## src/rtl/cache_line_arbiter_pkg.sv

```systemverilog
// rtl/cache_line_arbiter_pkg.sv - shared types for the I/D cacheline memory-port arbiter
package cache_line_arbiter_pkg;

  typedef enum logic [1:0] {
    IDLE    = 2'd0,
    SERVE_I = 2'd1,
    SERVE_D = 2'd2
  } arb_state_t;

  typedef enum logic {
    SIDE_I = 1'b0,
    SIDE_D = 1'b1
  } arb_side_t;

  // Two-way round-robin: a lone requester wins; on a tie the side not granted last wins.
  function automatic arb_side_t rr_pick2(input logic i_req, input logic d_req,
                                         input arb_side_t last);
    if (d_req && (!i_req || last == SIDE_I)) return SIDE_D;
    return SIDE_I;
  endfunction

endpackage

```

## src/rtl/cache_line_arbiter.sv

```systemverilog
// rtl/cache_line_arbiter.sv - shares one line-wide memory port between I-cache and D-cache misses
module cache_line_arbiter
  import cache_line_arbiter_pkg::*;
#(
  parameter int ADDR_W = 32,
  parameter int LINE_W = 256
) (
  input  logic              clk,
  input  logic              rst,
  input  logic              i_read,
  input  logic [ADDR_W-1:0] i_addr,
  output logic [LINE_W-1:0] i_rdata,
  output logic              i_resp,
  input  logic              d_read,
  input  logic              d_write,
  input  logic [ADDR_W-1:0] d_addr,
  input  logic [LINE_W-1:0] d_wdata,
  output logic [LINE_W-1:0] d_rdata,
  output logic              d_resp,
  output logic              mem_read,
  output logic              mem_write,
  output logic [ADDR_W-1:0] mem_addr,
  output logic [LINE_W-1:0] mem_wdata,
  input  logic [LINE_W-1:0] mem_rdata,
  input  logic              mem_resp
);

  arb_state_t        state_q, state_d;
  arb_side_t         last_grant_q, last_grant_d;
  logic [ADDR_W-1:0] req_addr_q, req_addr_d;
  logic [LINE_W-1:0] req_wdata_q, req_wdata_d;
  logic              req_is_write_q, req_is_write_d;

  logic      i_req, d_req;
  arb_side_t pick;

  assign i_req = i_read;
  assign d_req = d_read | d_write;
  assign pick  = rr_pick2(i_req, d_req, last_grant_q);

  always_ff @(posedge clk) begin
    if (rst) begin
      state_q        <= IDLE;
      last_grant_q   <= SIDE_D;
      req_addr_q     <= '0;
      req_wdata_q    <= '0;
      req_is_write_q <= 1'b0;
    end else begin
      state_q        <= state_d;
      last_grant_q   <= last_grant_d;
      req_addr_q     <= req_addr_d;
      req_wdata_q    <= req_wdata_d;
      req_is_write_q <= req_is_write_d;
    end
  end

  always_comb begin
    state_d        = state_q;
    last_grant_d   = last_grant_q;
    req_addr_d     = req_addr_q;
    req_wdata_d    = req_wdata_q;
    req_is_write_d = req_is_write_q;
    mem_read       = 1'b0;
    mem_write      = 1'b0;
    i_resp         = 1'b0;
    d_resp         = 1'b0;

    case (state_q)
      IDLE: begin
        // mem_resp is deliberately not looked at here: stale or spurious responses are dropped.
        if (i_req || d_req) begin
          last_grant_d = pick;
          if (pick == SIDE_I) begin
            state_d        = SERVE_I;
            req_addr_d     = i_addr;
            req_is_write_d = 1'b0;
          end else begin
            state_d        = SERVE_D;
            req_addr_d     = d_addr;
            req_wdata_d    = d_wdata;
            req_is_write_d = d_write;
          end
        end
      end
      SERVE_I: begin
        mem_read = 1'b1;
        if (mem_resp) begin
          i_resp  = 1'b1;
          state_d = IDLE;
        end
      end
      SERVE_D: begin
        mem_read  = !req_is_write_q;
        mem_write = req_is_write_q;
        if (mem_resp) begin
          d_resp  = 1'b1;
          state_d = IDLE;
        end
      end
      default: state_d = IDLE;
    endcase
  end

  assign mem_addr  = req_addr_q;
  assign mem_wdata = req_wdata_q;
  assign i_rdata   = mem_rdata;
  assign d_rdata   = mem_rdata;

endmodule

```

## config.mk

```make
export PLATFORM = sky130hd
export DESIGN_NAME = cache_line_arbiter
export DESIGN_NICKNAME = d
export VERILOG_FILES = /design/src/rtl/cache_line_arbiter_pkg.sv /design/src/rtl/cache_line_arbiter.sv
export SDC_FILE = /design/constraint.sdc
export NUM_CORES = 1
export LEC_CHECK = 0
export CAP_MARGIN = 20
export CORE_AREA = 2 2 535 537
export CTS_CLUSTER_DIAMETER = 120
export DETAILED_ROUTE_END_ITERATION = 10
export DIE_AREA = 0 0 537 539
export SYNTH_ARGS = -nofsm -noshare
export SYNTH_HDL_FRONTEND = slang
export SYNTH_SLANG_ARGS = --single-unit
```

## constraint.sdc

```tcl
create_clock -name clk -period 1.4 [get_ports clk]
set_input_delay 0.35 -clock clk [delete_from_list [all_inputs] [get_ports clk]]
set_output_delay 0.35 -clock clk [all_outputs]
set_load 0.01 [all_outputs]
```

== Word level (Yosys, flattened, before mapping) ==
Cells that the tools add are included.
Storage, ports and cells
  output and inout port bits: 804
  input port bits: 582
  logic and storage cells: 35
  flip-flop bits (word level): 292
Cells by class
  bitwise operators: 2
  mux-type cells: 14
  equal/unequal tests: 4
  reduce and logical (&&, ||, !) cells: 10
Operators by type and width (number)
  two-way mux 32 bit: 1
  two-way mux 1 bit: 8
  two-way mux 2 bit: 3
  case mux 2 bit (2 select lines): 1
  AND reduction 2 bit: 2
  AND reduction 3 bit: 1
  equality test 2 x 1 -> 1 bit (second input constant): 1
  equality test 2 bit (second input constant): 1
  zero test 1 bit: 2
  zero test 2 bit: 1
  logical OR 1 bit: 2
  inequality test 2 x 1 -> 1 bit (second input constant): 1
  inequality test 2 bit (second input constant): 1
  case mux 1 bit (2 select lines): 1
  OR reduction 2 bit: 1
  logical AND 1 bit: 1
  inverter 1 bit: 1
  bitwise OR 1 bit: 1

== Logic depth before layout (Yosys ltp) ==
  depth after elaboration: 8
  gate-level depth with buffers: 8
  mapped depth without buffers: 5

== Worst setup path before layout ==
OpenSTA, ideal clock, no wires.
  path type: reg-to-reg
  from: reg state_q[0]
  to: reg req_addr_q[0], in the netlist mem_addr[0]
  required time: 1.258 ns
  clock period less this slack: 1.503 ns
  cell stages (with the launch flop): 8
  path buffers: 3
  data arrival time: 1.361 ns
  library setup time: 0.142 ns
  setup slack: -0.103 ns
  path through: dfxtp_1 -> inv_1 -> ha_1 -> buf_2 -> o31a_1 -> buf_4 -> clkbuf_1 -> a311oi_1
Between the ends
  word-level cells in the longest chain between the ends: 2
Ends and longest elaborated chain
  start, declared: line cache_line_arbiter.sv:28  | arb_state_t state_q, state_d;
  start signal, assigned: line cache_line_arbiter.sv:49  | state_q <= state_d;
  zero test 2 bit: line cache_line_arbiter.sv:68  | case (state_q)
  AND reduction 2 bit (no line)
  end signal, assigned: line cache_line_arbiter.sv:51  | req_addr_q <= req_addr_d;
  end, declared: line cache_line_arbiter.sv:30  | logic [ADDR_W-1:0] req_addr_q, req_addr_d;
Every way passes these cells.
A chain may end at the register's enable or synchronous reset.

== Worst setup path in the final report ==
  from: reg state_q[1]
  to: out mem_read
Between the ends
  word-level cells in the longest chain between the ends: 2
  elaborated cells between the ends (all ways): 3
  classes of those cells: eq/ne (2); mux (1)
Ends and longest elaborated chain
  equality test 2 bit or equality test 2 x 1 -> 1 bit (tied branches): line cache_line_arbiter.sv:68
  case mux 1 bit (2 select lines) (*): line cache_line_arbiter.sv:68
  end, declared: line cache_line_arbiter.sv:20  | output logic mem_read,
Every way passes the cells marked *; elsewhere a longest branch is shown, timed or not.

==> results by group <==
CTS
  • Max Root-Sink Buffers: 3
  • CTS tree: yes
  • Clock transition at the registers of the reported paths: about 50 ps
  • Clock sinks: 292
  • Hold Buf Count CTS: 0
  • CTS buffer count: 46
  • H-tree depth: 2
  • Root Buffer: clkbuf_16
  • Clock latency on the worst-skew pair: 700 ps

Layout
  • Area grow syn2layout: 109.0%
  • Fin nets: 2663
  • Layout cells sized above 1: between 50% and 60%
  • Fill cells: 32470
  • Final cell count without fillers: 5900

Placement
  • Post-DP HPWL: 181.4 mm
  • Port bufs: a little over 600
  • Placed insts: 5683
  • Final Wtd Congestion: 0.9017

Timing
  • Final worst path period need: 2089 ps
  • Final TNS setup: -89980 ps
  • Share of the cycle needed by the critical path after routing: 149.2%
  • Unrepaired setup endpoints after global routing: yes
  • Fmax: 0.4788 GHz
  • Worst rel slew slack: 58.02%
  • Setup Viol. Count Final: 581
  • Worst Skew: between 30 and 40 ps
  • Final WS setup: -688.6 ps
  • Final Hold Viols: 0
  • Final Max Tran Viols: 0
  • Worst-margin pin slew: 629.7 ps

Logic synthesis
  • Asr flop ratio synth: 0%
  • Leading area contributor after synthesis: dfxtp_1
  • Dominant synthesized flop cell: dfxtp_1
  • Post-synth net total: 2473
  • Commonest cells in the netlist: buf_4, dfxtp_1, a21oi_1, nand3_1, o21ai_0
  • Synthesized area: 15080 µm²
  • Post-synthesis cell count: 1888
  • Seq/Total Area, Yosys: 38.75%
  • Synth top area cells: dfxtp_1, buf_4, a21oi_1
  • Post-synth EDFFs: 0
  • Top cell type's share of synthesized area: 38.75%
  • Synthesis-stage register bit count: just under 300
  • Ys Warns: 0
  • Mean Syn Cell Area: roughly 8.0 µm²
  • Most frequent cell after synthesis: buf_4
  • Synth cell types: 27

Pwr
  • Power Density: 1420 nW/µm²
  • Max IR drop VDD: approximately 0.0010 V
  • LEAKAGE: 10.05 nW

Floorplanning
  • Starting Density: 5.312%
  • Row count: 196
  • Die area: a little under 300000 µm²
  • DIE WIDTH: around 540 µm
  • IO Count: between 1000 and 1500
  • DIE HEIGHT: 539 µm
  • Area of the core: ~280000 µm²

Critical path
  • Slowest CP cell: dfxtp_2
  • Crit start category: register
  • Arrival time worst endpoint: 1740 ps
  • Critical path, cell by cell: buf_6 -> ha_4 -> nor2b_4 -> o21a_1 -> buf_12
  • Worst Setup End Kind: output port
  • Delay-heaviest family, CP: flip-flops
  • WP data required: 1050 ps
  • Critical Path Stages: 5
  • Crit-path max FO: 2
  • Max incr delay on CP: 320 ps
  • WS Path Type: reg -> out
  • Bufs and invs on worst path: 2
  • Reg2reg path depth: 8

Global route
  • Vias in the first global route: around 15000
  • Global route overflow: 0
  • Initial antenna violation count: 79
  • Total track usage: 13.82%
  • Largest net degree at the start of global routing: 95
  • First-pass GRT wire length: 241.6 mm

Flow run
  • # Max-Cap Violations: 0

Detailed routing
  • DR WL/cell: 37.00 µm
  • Vias: 15780
  • DRT Wirelength: 218.3 mm
  • Routed Antenna Nets: 0
  • Vias per cell: 2.674
  • Starting DRT DRC Count: 1174
  • First-pass iteration count of the detailed router: 5
  • Remaining DRCs: 0

Run status
  • Status: finished, violations left
  • Violated checks: setup timing

Hold path
  • WHS Path Cells: 3
  • Class of the worst hold path: in -> reg
-- power by group --
part | switching (mW) | total (mW) | internal (mW)
sequential | 1.35 | 11.1 | 9.73
combinational | 11.1 | 21.6 | 10.5
clock | 5.26 | 12.0 | 6.77
total | 17.7 | 44.8 | 27.0
-- stage by stage --
| step | power [mW] | hold WS [ps] | area [µm²] | util (%) | worst slack [ps] |
|---|---|---|---|---|---|
| floorplan | 15.82 | 468.0 | 15130 | - | -22.84 |
| global placement | 24.37 | 462.1 | 24490 | 8.624 | -1000 |
| detailed placement | 24.33 | 466.4 | 24490 | 8.624 | -990.3 |
| CTS | 39.91 | 66.63 | 27600 | 9.719 | -806.2 |
| global route | 46.87 | 126.7 | 31520 | 11.10 | -761.0 |
| finish | 44.76 | 177.7 | 31530 | 11.10 | -688.6 |
-- worst paths after layout --
path                                 endpoint  slack, ps          start
worst max-delay path                 mem_read       -690     state_q[1]
worst min-delay path             mem_addr[10]        180            rst
worst max register to register  mem_wdata[73]       -300     state_q[0]
worst min register to register  mem_wdata[81]        460  mem_wdata[81]
-- cell families after synthesis --
kind of cell / Yosys count / synth area share [%]
flip-flops: 292 / 38.75
AND/OR/NAND/NOR: 363 / 11.30
adder cells (fa/ha/maj): 3 / 0.2489
AO/OA/AOI/OAI: 554 / 19.45
buffers and inverters: 676 / 30.25
-- final cells by class --
type | instances | area (µm²) | area share, %
clock inverter | 21 | 247.7 | 0.7857
antenna | 25 | 62.56 | 0.1984
clock buffer | 62 | 1261 | 4.000
timing repair inverter | 5 | 102.6 | 0.3254
timing repair buffer | 810 | 11640 | 36.91
tap | 3762 | 4707 | 14.93
sequential | 292 | 6295 | 19.97
inverter | 3 | 37.54 | 0.1191
multi-input combinational | 920 | 7179 | 22.77
-- metal layers --
layer  vias up  routed length [µm]  track usage, %
met5         -                 302          0.6329
met4        16               13530           7.248
met3       509               61670           18.39
met2      1494               86630           19.24
met1      7324               56170           10.15
li1       6433                   -               -
-- state kept, by name, indices dropped and copies added (netlist names) --
register        cells
mem_wdata         256
mem_addr           32
last_grant_q        1
req_is_write_q      1
state_q             2
-- tightest hold or removal path, stage by stage --
cell      delay (ps)
buf_8            170
buf_4            200
a311oi_1          50
-- layout by cell type (no fill, tap or decap), drive strengths merged --
cell,Yosys,layout
a21boi,1,1
a21oi,256,256
a221o,1,1
a2bb2oi,1,1
a311oi,32,32
a32oi,1,1
and2,3,3
buf,580,455
bufinv,0,2
clkbuf,93,93
clkdlybuf4s50,0,323
clkinv,0,11
clkinvlp,0,3
dfxtp,292,292
diode,0,25
dlymetal6s2s,0,1
ha,3,3
inv,3,13
nand2,65,65
nand2b,4,4
nand3,256,256
nor2,33,33
nor2b,1,1
nor3,1,1
o21a,1,1
o21ai,256,256
o2bb2ai,1,1
o31a,1,1
o31ai,1,1
o32ai,2,2
-- what timing repair did --
action / in CTS / in global routing
buffers inserted: 19 / 35
pin swaps: 3 / 199
setup endpoints to repair: 582 / 583
gates resized for setup: 926 / 739
gates cloned: 22 / 44
hold endpoints to repair: 0 / 0
No activity file was read; power rests on OpenSTA's default activity.
==> RTL change 1 (same settings) <==
Reset style: asynchronous (`rst`), changed in one clocked block.
--- a/src/rtl/cache_line_arbiter.sv
+++ b/src/rtl/cache_line_arbiter.sv
@@ -38,7 +38,7 @@
   assign d_req = d_read | d_write;
   assign pick  = rr_pick2(i_req, d_req, last_grant_q);
 
-  always_ff @(posedge clk) begin
+  always_ff @(posedge clk or posedge rst) begin
     if (rst) begin
       state_q        <= IDLE;
       last_grant_q   <= SIDE_D;
Function: changed (a bounded check fails within 4 cycles, from zero or initial values and one cycle with rst high; the reset may be asserted at any time).
==> RTL change 1 against the original RTL <==
  * The flow still finishes with violations (negative setup slack)
  * Core utilization decreased by 0.40 points
  * Wire length down 26%
  * Setup slack lost 0.016 ns
  * Register-to-register slack worse by 0.35 ns
  * Sequential cell count unchanged
  * Cell area is 3.6% lower
  * Count of clock-buffer cells in the layout fell by 14
  * Synthesized area barely moved
  * First-iteration DRC count down 59%
  * Fmax decreased by 0.77%
Power is not compared: it rests on default switching activity, and its combinational part moved more than twofold at a synthesized area within 25%.
==> RTL change 1: results (changes against the original RTL) <==
Timing
  – Worst Skew: 0.03463 ns (+0.002711 ns)
  – Setup_tns: -184.16 ns (-94.18 ns)
  – Setup violators final: 584 (+0.52%)
  – Relative slew margins: 0.6798 (+0.09963)
  – Final WS setup: -0.7048 ns (-0.01623 ns)

Logic synthesis
  – Largest cells by area after synthesis: dfrtp_1 (48%), buf_4 (27%), mux2_1 (15%)
  – XOR/XNOR Fraction of Synth Area: 0 (unchanged)
  – Syn Inst Count: 1,220 (-35%)
  – Mux contribution to synthesized area: 0.2124 (+0.2124)
  – Synth Area in Compound Gates: 0.01602 (-0.1785)
  – Post-synth top flop: dfrtp_1
  – Adder-Cell Fraction of Synth Area: 0.002489 (about the same)
  – Async SR Flop Fraction: 1.000 (+1.000)
  – Most frequent cells after synthesis: buf_4 (535), dfrtp_1 (291), mux2_1 (200)
  – Yosys cell types: 26 (-3.7%)
  – Syn Nets: 1,805 (-27%)

Worst hold path
  – Worst min path class: input pin to asynchronous set/reset pin

Global routing
  – Initial antenna violation count: 109 (+38%)
  – Met2 Usage GRT: 0.1645 (-0.02795)
  – Largest net degree at the start of global routing: 78 (-18%)
  – GR Util met3: 0.1080 (-0.07587)
  – First-pass GRT wire length: 182.1 mm (-25%)
  – GRT met1 Usage: 0.08472 (-0.01676)
  – GR Util All Layers: 0.1042 (-0.03397)

Place
  – Pre-CTS setup slack: -1.626 ns (-0.6360 ns)
  – Cells after DPL: 5,102 (-10%)
  – Placed Area: 0.02524 sq mm (+3.1%)
  – RePlAce Congestion: 0.7092 (-21%)
  – DP Wirelength: 141.4 mm (-22%)

Finish
  – N_diodes: 19 (-24%)
  – Clock Buffer Count: 48 (-23%)
  – Multi-In Gates: 374 (-59%)
  – Buffers, non-clock: 994 (+23%)
  – Seq Cell Count: 292 (unchanged)
  – Max reg flops: 256 (unchanged)
  – Fraction of area in registers: 0.2405 (+0.04082)
  – Register area: 0.007312 sq mm (+16%)
  – Nonclk inv count: 4 (-4)
  – Multi-input gate share of total cell area: 0.1693 (-0.05842)
  – Final non-clock buffer share: 0.3925 (+0.02346)
  – Filler Cell Count: 32,174 (-0.91%)
  – Nets@finish: 2,289 (-14%)

Routing
  – Met2 wire length: 70.28 mm (-19%)
  – Routed length on met1: 45.69 mm (-19%)
  – Via Count: 11,482 (-27%)
  – 1st-pass router iterations: 4 (-1)
  – Iter 0 DRT Violations: 480 (-59%)
  – Metal3 WL: 36.85 mm (-40%)
  – Vias per Instance: 2.084 (-22%)

Worst setup path
  – Worst r2r path cells: 11 (+3)

Clock network
  – CTS Buf Count: 38 (-17%)
  – Clk_lat worst skew: 0.63 ns (-0.07 ns)

Run status
  – Status: finished with violations
  – Failing checks: negative setup slack

Power and ir drop
  – Lkg Pwr: 12.18 nW
  – Switching Share: 0.3642
  – Maximum vdd drop: 0.8741 mV
  – Combinational power: 49.9 mW
  – Total power draw: 76.96 mW
## RTL change 1: timing repair
item                       CTS  global route
pin swaps                    1             8
setup buffers               89           218
hold buffers                 0             0
gates cloned                19            20
hold endpoints to repair     0             0
resized for setup          665           127
setup endpoints to repair  582           584
## RTL change 1: final timing paths
| kind | to | startpoint | slack, ns |
|---|---|---|---|
| worst max register to register | mem_wdata[166] | state_q[0] | -0.65 |
| worst min-delay path | mem_wdata[207] | rst | 0.22 |
| worst max-delay path | mem_read | state_q[0] | -0.70 |
| max in group asynchronous | mem_wdata[53] | rst | 0.68 |
| worst min register to register | mem_wdata[141] | mem_wdata[141] | 0.51 |
| min in group clk | mem_wdata[255] | d_wdata[255] | 0.33 |
## RTL change 1: worst max-delay path, stage by stage (launching register included)
cell and delay [ns]:
dfrtp_1 0.37, inv_2 0.06, buf_6 0.12, ha_4 0.15
nor2b_4 0.11, o21a_1 0.20, buf_12 0.15
==> RTL change 2 (config.mk and constraints unchanged) <==
Without the edit above. `LINE_W`: 256 -> 260.
--- a/src/rtl/cache_line_arbiter.sv
+++ b/src/rtl/cache_line_arbiter.sv
@@ -3,7 +3,7 @@
   import cache_line_arbiter_pkg::*;
 #(
   parameter int ADDR_W = 32,
-  parameter int LINE_W = 256
+  parameter int LINE_W = 260
 ) (
   input  logic              clk,
   input  logic              rst,
Ports: changed (5 resized); port bits go from 1386 to 1406. No check against the original RTL was run, so the function may have changed too.
==> RTL change 2 against the original RTL <==
  * The run still ends with negative setup slack left
  * Synthesized area increased by 1.6%
  * Sequential cell count rose by 4
  * Setup slack got worse by 0.057 ns
  * Sequential power barely moved
  * Die area did not move
  * Power is 0.78% lower
  * Register-to-register slack got worse by 0.13 ns
  * Clock skew is 0.025 ns higher
  * Worst hold slack improved by 0.039 ns
  * Via count up 2.2%
  * Cell area decreased by 2.3%
  * Wire length shrank 4.9%
  * Core utilization down 0.25 points
  * Critical path type unchanged
==> RTL change 2: results (changes against the original RTL) <==
Run status
  – Status: finished with violations
  – Failing checks: negative setup slack

Finish
  – Multi-input gate area: 0.006659 sq mm (-7.2%)
  – Filler Cell Count: 32,600 (+0.40%)
  – Share of layout cells above drive strength 1: 0.5058 (-0.06780)
  – Max reg flops: 260 (+1.6%)
  – Nets@finish: 2,718 (+2.1%)
  – Post-Layout Cell Count: 5,939 (+0.66%)

Routing
  – Iter 0 DRT Violations: 1,222 (+4.1%)
  – Met2 wire length: 85.74 mm (-1.0%)
  – Routed length on met1: 51.97 mm (-7.5%)
  – Highest metal used: met5
  – Metal3 WL: 56.07 mm (-9.1%)
  – Drt total wl: 207.6 mm (-4.9%)
  – Vias per Instance: 2.714 (+1.5%)

Power and ir drop
  – Maximum vdd drop: 0.9367 mV (-10%)
  – Lkg Pwr: 10.03 nW (-0.18%)
  – Switching pwr: 17.16 mW (-3.1%)

Logic synthesis
  – Synth Area in Compound Gates: 0.1952 (+0.0007245)
  – Yosys cell types: 29 (+7.4%)
  – Mux contribution to synthesized area: 0 (unchanged)
  – Most frequent cells after synthesis: buf_4 (532), dfxtp_1 (296), a21oi_1 (260), nand3_1 (260), o21ai_0 (259)
  – Syn Nets: 2,507 (+1.4%)
  – Largest cells by area after synthesis: dfxtp_1 (39%), buf_4 (26%), a21oi_1 (8.5%)
  – XOR/XNOR Fraction of Synth Area: 0 (unchanged)
  – Adder-Cell Fraction of Synth Area: 0.002449 (-0.00003981)
  – Mapped Avg Cell Area: 8.009 sq um (+0.25%)
  – Seq/Total Area, Yosys: 0.3865 (-0.0009757)

Timing
  – Setup_tns: -132.25 ns (-42.27 ns)
  – Setup violators final: 591 (+1.7%)
  – Worst Skew: 0.05691 ns (+0.02499 ns)
  – Worst-margin pin slew: 0.4726 ns (-0.1571 ns)
  – Final WS setup: -0.7456 ns (-0.05697 ns)

Clock network
  – CTS resizes: 1,307 (+41%)
  – CTS Hold Bufs: 1 (+1)
  – # H-tree levels: 2 (unchanged)
  – Post-CTS Setup Inserts: 29 (+10)
  – CTS Buf Count: 45 (-2.2%)
  – Clk_lat worst skew: 0.69 ns

Place
  – RePlAce Congestion: 0.9476 (+5.1%)
  – Placed Area: 0.02417 sq mm (-1.3%)
  – DP Wirelength: 167.9 mm (-7.4%)
  – Pre-CTS setup slack: -1.237 ns (-0.2464 ns)
  – Cells after DPL: 5,716 (+0.58%)
  – Port Buffers: 625 (+1.3%)

Global routing
  – GR Util All Layers: 0.1307 (-0.007510)
  – GR Util met3: 0.1680 (-0.01585)
  – Initial antenna violation count: 98 (+24%)
  – GRT met1 Usage: 0.09216 (-0.009323)
  – Met2 Usage GRT: 0.1892 (-0.003184)
  – Vias in the first global route: 15,105 (+2.8%)
  – Largest net degree at the start of global routing: 50 (-47%)
  – First-pass GRT wire length: 231.1 mm (-4.3%)

Worst setup path
  – Crit path DAT: 1.80 ns (+0.06 ns)
  – Crit-path slowest cell: dfxtp_2

Worst hold path
  – Worst min path class: input pin to register
[RTL change 2: cell count changes in the layout (fill, tap and decap cells not counted), moves of 20 or more]
cell | unedited run | this run
buf_12 | 248 | 186
dfxtp_1 | 11 | 125
o21ai_4 | 23 | 43
nand3_1 | 137 | 195
a21oi_1 | 146 | 180
nand3_4 | 89 | 27
o21ai_0 | 85 | 51
a21oi_2 | 110 | 80
o21ai_1 | 82 | 55
o21ai_2 | 66 | 111
buf_6 | 112 | 180
dfxtp_2 | 242 | 141
[RTL change 2: power groups by stage]
stage | combinational (mW) | clock (mW) | sequential (mW)
after floorplan | 5.26 | 0 | 10.8
after global routing | 22.3 | 12.9 | 11.3
after global placement | 12.8 | 0 | 10.9
after CTS | 16.7 | 12.7 | 11.0
after detailed placement | 12.8 | 0 | 10.8
final | 21.1 | 12.2 | 11.1
[RTL change 2: cell type report]
class / instances / area share
repair inverters: 8 / 0.006699
multi-input cells: 932 / 0.2161
clock inverters: 18 / 0.006658
diodes: 18 / 0.001462
flip-flops and latches: 296 / 0.2017
repair buffers: 839 / 0.3708
inverters: 3 / 0.001218
clock buffers: 63 / 0.04267
well taps: 3762 / 0.1527
[RTL change 2: kinds of logic (layout without fill, tap and decap cells)]
logic type | after synthesis | after routing
compound gates | 562 | 562
simple gates | 367 | 367
fa+ha+maj | 3 | 3
other cells | 0 | 18
buf+inv | 686 | 931
flops | 296 | 296
[RTL change 2: final timing paths]
| path | cells after the start | slack [ns] | endpoint | startpoint |
|---|---|---|---|---|
| setup / recovery | 6 | -0.75 | mem_read | state_q[0] |
| hold / removal | 3 | 0.22 | mem_addr[23] | i_addr[23] |
| setup reg to reg | 10 | -0.43 | mem_wdata[151] | state_q[0] |
| hold reg to reg | 2 | 0.45 | mem_wdata[40] | mem_wdata[40] |
